`src/rtl/vga_pkg.sv`:
```
// rtl/vga_pkg.sv - shared VGA timing constants and cursor types
package vga_pkg;

    // 640x480@60 timing, shared with vga_interface
    localparam int H_VISIBLE = 640;
    localparam int H_FRONT   = 16;
    localparam int H_SYNC    = 96;
    localparam int H_BACK    = 48;
    localparam int H_TOTAL   = H_VISIBLE + H_FRONT + H_SYNC + H_BACK;

    localparam int V_VISIBLE = 480;
    localparam int V_FRONT   = 10;
    localparam int V_SYNC    = 2;
    localparam int V_BACK    = 33;
    localparam int V_TOTAL   = V_VISIBLE + V_FRONT + V_SYNC + V_BACK;

    localparam int CURSOR_SIZE_DEF = 16;

    typedef enum logic {
        CUR_SOLID,
        CUR_INVERT
    } cursor_mode_t;

    typedef struct packed {
        logic [9:0] x;
        logic [9:0] y;
        logic       en;
    } cursor_pos_t;

endpackage

```
`src/rtl/cursor_mask_regs.sv`:
```
// rtl/cursor_mask_regs.sv - cursor bitmap flop array, one synchronous write row, one async read row
module cursor_mask_regs
    import vga_pkg::*;
#(
    parameter int SIZE = CURSOR_SIZE_DEF
) (
    input  logic                    vga_clk,
    input  logic                    rst_n,
    input  logic                    wr,
    input  logic [$clog2(SIZE)-1:0] wr_addr,
    input  logic [SIZE-1:0]         wr_row,
    input  logic [$clog2(SIZE)-1:0] rd_addr,
    output logic [SIZE-1:0]         rd_row
);

    logic [SIZE-1:0] rows [SIZE];

    always_ff @(posedge vga_clk or negedge rst_n) begin
        if (!rst_n) begin
            for (int i = 0; i < SIZE; i++) begin
                rows[i] <= '0;
            end
        end else if (wr) begin
            rows[wr_addr] <= wr_row;
        end
    end

    assign rd_row = rows[rd_addr];

endmodule

```
`src/rtl/vga_cursor_overlay.sv`:
```
// rtl/vga_cursor_overlay.sv - composites a hardware cursor onto the pixel stream with frame-synchronous position update
module vga_cursor_overlay
    import vga_pkg::*;
#(
    parameter int         CURSOR_SIZE   = CURSOR_SIZE_DEF,
    parameter logic [7:0] CURSOR_COLOR  = 8'hFF,
    parameter string      CURSOR_MODE   = "SOLID",
    parameter int         H_VISIBLE_END = 639,
    parameter int         V_VISIBLE_END = 479
) (
    input  logic                           vga_clk,
    input  logic                           rst_n,
    input  logic [7:0]                     pix_in,
    input  logic                           hs_in,
    input  logic                           vs_in,
    input  logic                           blank_n_in,
    input  logic [9:0]                     p_count,
    input  logic [9:0]                     l_count,
    input  logic [9:0]                     cur_x,
    input  logic [9:0]                     cur_y,
    input  logic                           cur_en,
    input  logic                           cur_valid,
    output logic                           cur_ready,
    input  logic                           spr_wr,
    input  logic [$clog2(CURSOR_SIZE)-1:0] spr_addr,
    input  logic [CURSOR_SIZE-1:0]         spr_row,
    output logic [7:0]                     pix_out,
    output logic                           hs_out,
    output logic                           vs_out,
    output logic                           blank_n_out,
    output logic                           frame_start
);

    localparam int           AW           = $clog2(CURSOR_SIZE);
    localparam cursor_mode_t MODE         = (CURSOR_MODE == "INVERT") ? CUR_INVERT : CUR_SOLID;
    localparam logic [9:0]   H_END        = 10'(H_VISIBLE_END);
    localparam logic [9:0]   V_END        = 10'(V_VISIBLE_END);
    localparam logic [9:0]   FIRST_VBLANK = 10'(V_VISIBLE_END + 1);
    localparam logic [9:0]   SIZE10       = 10'(CURSOR_SIZE);

    cursor_pos_t act;
    cursor_pos_t pend;
    cursor_pos_t req;
    logic        pending_full;
    logic        accept;
    logic        boundary;

    assign req       = '{x: cur_x, y: cur_y, en: cur_en};
    assign cur_ready = ~pending_full;
    assign accept    = cur_valid & ~pending_full;
    assign boundary  = (p_count == 10'd0) & (l_count == FIRST_VBLANK);

    // Position changes land only on the first blanking line so a frame never shows two cursors.
    always_ff @(posedge vga_clk or negedge rst_n) begin
        if (!rst_n) begin
            act          <= '0;
            pend         <= '0;
            pending_full <= 1'b0;
            frame_start  <= 1'b0;
        end else begin
            frame_start <= 1'b0;
            if (boundary && pending_full) begin
                act          <= pend;
                pending_full <= 1'b0;
                frame_start  <= 1'b1;
            end else if (boundary && accept) begin
                act         <= req;
                frame_start <= 1'b1;
            end else if (accept) begin
                pend         <= req;
                pending_full <= 1'b1;
            end
        end
    end

    logic [9:0]             dx;
    logic [9:0]             dy;
    logic                   hit;
    logic [CURSOR_SIZE-1:0] mask_row;

    // Offsets left of / above the cursor wrap to large values and fall outside the box.
    assign dx  = p_count - act.x;
    assign dy  = l_count - act.y;
    assign hit = act.en & blank_n_in & (p_count <= H_END) & (l_count <= V_END)
               & (dx < SIZE10) & (dy < SIZE10);

    cursor_mask_regs #(
        .SIZE(CURSOR_SIZE)
    ) u_mask (
        .vga_clk (vga_clk),
        .rst_n   (rst_n),
        .wr      (spr_wr),
        .wr_addr (spr_addr),
        .wr_row  (spr_row),
        .rd_addr (dy[AW-1:0]),
        .rd_row  (mask_row)
    );

    logic                   s1_hit;
    logic [AW-1:0]          s1_dx;
    logic [CURSOR_SIZE-1:0] s1_row;
    logic [7:0]             s1_pix;
    logic                   s1_hs;
    logic                   s1_vs;
    logic                   s1_blank_n;

    always_ff @(posedge vga_clk or negedge rst_n) begin
        if (!rst_n) begin
            s1_hit     <= 1'b0;
            s1_dx      <= '0;
            s1_row     <= '0;
            s1_pix     <= '0;
            s1_hs      <= 1'b1;
            s1_vs      <= 1'b1;
            s1_blank_n <= 1'b0;
        end else begin
            s1_hit     <= hit;
            s1_dx      <= dx[AW-1:0];
            s1_row     <= mask_row;
            s1_pix     <= pix_in;
            s1_hs      <= hs_in;
            s1_vs      <= vs_in;
            s1_blank_n <= blank_n_in;
        end
    end

    logic       sel;
    logic [7:0] pix_next;

    always_comb begin
        sel      = s1_hit & s1_row[s1_dx];
        pix_next = s1_pix;
        if (!s1_blank_n) begin
            pix_next = 8'h00;
        end else if (sel) begin
            pix_next = (MODE == CUR_SOLID) ? CURSOR_COLOR : ~s1_pix;
        end
    end

    always_ff @(posedge vga_clk or negedge rst_n) begin
        if (!rst_n) begin
            pix_out     <= 8'h00;
            hs_out      <= 1'b1;
            vs_out      <= 1'b1;
            blank_n_out <= 1'b0;
        end else begin
            pix_out     <= pix_next;
            hs_out      <= s1_hs;
            vs_out      <= s1_vs;
            blank_n_out <= s1_blank_n;
        end
    end

endmodule

```
`config.mk`:
```
export PLATFORM = sky130hd
export DESIGN_NAME = vga_cursor_overlay
export DESIGN_NICKNAME = d
export VERILOG_FILES = /design/src/rtl/vga_pkg.sv /design/src/rtl/cursor_mask_regs.sv /design/src/rtl/vga_cursor_overlay.sv
export SDC_FILE = /design/constraint.sdc
export NUM_CORES = 1
export LEC_CHECK = 0
export BUFFER_PORTS_ARGS = -buffer_cell sky130_fd_sc_hd__clkbuf_2
export CORE_ASPECT_RATIO = 1.1
export CORE_MARGIN = 2
export CORE_UTILIZATION = 40
export CTS_CLUSTER_DIAMETER = 120
export CTS_CLUSTER_SIZE = 16
export DETAILED_ROUTE_END_ITERATION = 16
export PLACE_DENSITY = 0.59
export RECOVER_POWER = 25
export SLEW_MARGIN = 40
export SYNTH_ARGS = -nofsm -noshare
export SYNTH_HDL_FRONTEND = slang
export SYNTH_SLANG_ARGS = --single-unit
```
`constraint.sdc`:
```
create_clock -name vga_clk -period 3 [get_ports vga_clk]
set_input_delay 0.6 -clock vga_clk [delete_from_list [all_inputs] [get_ports vga_clk]]
set_output_delay 0.6 -clock vga_clk [all_outputs]
set_load 0.02 [all_outputs]
```
==> run metrics <==
result of the run finished with violations; violations in the final reports capacitance limit, slew limit; CP most frequent cell inv_1; via-per-instance ratio 5.48; initial standard-cell utilization of the core 40.8%; Mapped Avg Cell Area ~14 sq um; post-synthesis instance area ~0.016 sq mm; worst r2r src act[17]; HPWL after DPL 23400 um; met1 demand-to-capacity share in global routing a little over a quarter; PortBufs 88; final net count 1284; number of H-tree levels 1; antenna violations before repair 2; worst vdd ir 374 uV; count of warnings emitted by yosys 0; proportion of register bits with asynchronous set or reset after synthesis 100%; crit start category flop; Worst EP required between 3 and 4 ns; Cells after Synth 1101; number of setup violations in the final report 0; GRT Residual Overflow 0; unique cell type count in the Yosys netlist 52; flip-flop and latch count after synthesis 343; met3 global-route usage 2.56%; total routing usage reported by global routing 18.6%; least setup slack across all paths after layout 0.344 ns; detailed-routing iteration count for the pre-antenna-repair pass 4; net count after synthesis 1197; depth of the worst register-to-register path 9; capture instance of the worst register-to-register path s1_hit; most heavily used metal layer in global routing met2; routed wire length per instance 21.5 um; total power divided by cell area 623 mW/mm^2; global-route wire length before repair 57800 um; root buffer selected by CTS clkbuf_16; Num CTS Buffers 25; clock transition at the register clock pins on the worst setup and hold paths after CTS 0.07 ns; Die Ht 211 um; cell types with the highest counts after synthesis 339 x dfrtp_1, 266 x mux2_2, 69 x mux4_2; final weighted congestion in routability-driven placement between 0.7 and 0.8; ANT nets after route 0; DR vias 9260; DRC violation count after routing 0; startpoint of the most critical hold path vs_in; ys flop type dfrtp_1; die boundary width 192 um; proportion of layout cells with a drive suffix above 1 between 40% and 50%; count of standard-cell rows 75; startpoint-to-endpoint class of the critical path reg2reg; type of element capturing the critical path flop; Hold Fails Final Rpt 0; met2 capacity usage during global routing roughly 30%; critical path peak fanout 9; Buf+Inv Stages, Crit Path 2; unrepaired setup endpoints after global routing no; Slew Viols, Final 50; post-cts resize count 0; Post-CTS Setup Inserts 0; number of top-level pins 89; 1st-iter DRT viols about 550; Worst Hold Endpoint s1_vs; library cell occupying the most area in the post-synthesis netlist dfrtp_1; largest clock skew in the final design 0.0218 ns; slew of the pin with the lowest slew margin 1.51 ns; core box area 0.0383 sq mm; sum of negative setup slack 0 ns; main area contributors after synthesis dfrtp_1 54%, mux2_2 19%, mux4_2 9.9%; post-route fraction of the period consumed by the critical path between 80% and 90%; largest net degree at the start of global routing 73; clock period minus final worst setup slack roughly 2.7 ns; Hold/Removal Path Class in2reg; number of global-route vias before repair 9695; area share of the largest cell type after synthesis 54.3%; reg-to-reg setup timing slack about 0.34 ns; area growth from synthesis to layout 12.7%; maximum buffer depth of the clock tree 3; cell type of the slowest stage on the worst timing path or4_4; cell family contributing the most delay on the critical path simple AND/OR/NAND/NOR gates; worst path cell trace inv_1, ha_1, inv_1, a2111oi_2, o211ai_1, nor3_1, nand4_1, or4_4, nor4_2; Num Clock Sinks 343; number of inserted diodes 0; area of the die 0.0407 sq mm; delay of the slowest cell on the worst path 0.49 ns; Crit path arrival time 3.12 ns; most instantiated library cell after synthesis dfrtp_1; number of enable flip-flop cells after synthesis 0; WHS 0.115 ns; clock tree from TritonCTS built; Static Leak 0.00761 uW; Highest Clock Rate about 380 MHz; count of hold buffers inserted by post-cts repair 1; later-pin clock latency in the skew report 0.56 ns; number of stages on the worst hold path 1; Max Cap Violations 1; part of the Yosys area used for sequential elements a little over half; DP Worst Slack just over 0.06 ns; detailed-route wire length 36400 um; Rel. slew slack -0.648%
-- worst reg2reg max path: stages, from the launching register on --
cell,delay (ns)
dfrtp_1,0.37
inv_1,0.06
ha_1,0.44
inv_1,0.13
a2111oi_2,0.32
o211ai_1,0.14
nor3_1,0.23
nand4_1,0.12
or4_4,0.49
nor4_2,0.27
-- through the flow --
stage	power, uW	util [%]	cell area (sq um)	std cells
after floorplan	7350	-	15600	1101
after global placement	7910	44.4	17000	1660
after detailed placement	8000	44.4	17000	1660
after CTS	11100	46.2	17700	1689
after global routing	11600	46.0	17600	1689
final	11000	46.0	17600	1689
-- cells in the final DEF (no fill, tap or decap), types with 6 or more instances in the layout --
| cell | count |
|---|---|
| buf_4 | 25 |
| clkbuf_2 | 83 |
| nand2_1 | 25 |
| clkbuf_16 | 25 |
| a21oi_1 | 47 |
| a211oi_1 | 16 |
| nand2b_1 | 6 |
| dfrtp_1 | 339 |
| o22ai_1 | 23 |
| o21ai_0 | 25 |
| mux2i_1 | 16 |
| xnor2_1 | 7 |
| nand3_1 | 15 |
| inv_1 | 37 |
| mux2_2 | 266 |
| clkbuf_1 | 13 |
| o21a_1 | 8 |
| mux4_2 | 69 |
| buf_12 | 14 |
| nor2b_1 | 18 |
| ha_1 | 17 |
| nor2_1 | 29 |
-- kinds of logic after synthesis --
family / Yosys count / synth area share, %
flip-flops: 343 / 55.0
buffers and inverters: 113 / 2.85
multiplexers: 351 / 30.1
adder cells (fa/ha/maj): 20 / 1.70
XOR/XNOR: 12 / 0.673
AO/OA/AOI/OAI: 138 / 5.46
AND/OR/NAND/NOR: 124 / 4.20
-- how the worst max path moves through the flow --
stage / depth (start not counted) / start / endpoint / slack (ns)
final: 9 / act[17] / s1_hit / 0.34
after CTS: 9 / act[17] / s1_hit / 0.35
after detailed placement: 9 / p_count[6] / s1_hit / 0.06
after global routing: 9 / act[17] / s1_hit / 0.17
after global placement: 9 / l_count[0] / s1_row[10] / 0.13
after floorplan: 9 / l_count[0] / s1_row[1] / 0.13
-- routing by layer --
metal	vias up	routed length, um
met4	4	528
met5	-	24
li1	4188	-
met2	124	17500
met3	38	1280
met1	4906	17100
-- power breakdown --
part	internal [uW]	switching (uW)	total [uW]
clock network	1500	1600	3090
logic	1210	716	1930
registers	5520	439	5960
total	8220	2750	11000
-- sequential cells by signal, indices dropped and copies added, names as in the netlist, 4 cells and up --
register and flops:
u_mask.rows 256, act 21, pend 21, s1_row 16, pix_out 8, s1_pix 8
s1_dx 4
-- final cells by class --
cell class              count  area [sq um]
clock buffers              25           626
flip-flops and latches    343          8590
fillers                  3376         20700
well taps                 500           626
clock inverters             3          33.8
repair buffers            136           942
inverters                  37           139
multi-input cells         645          6660
(Power assumes the default switching activity.)
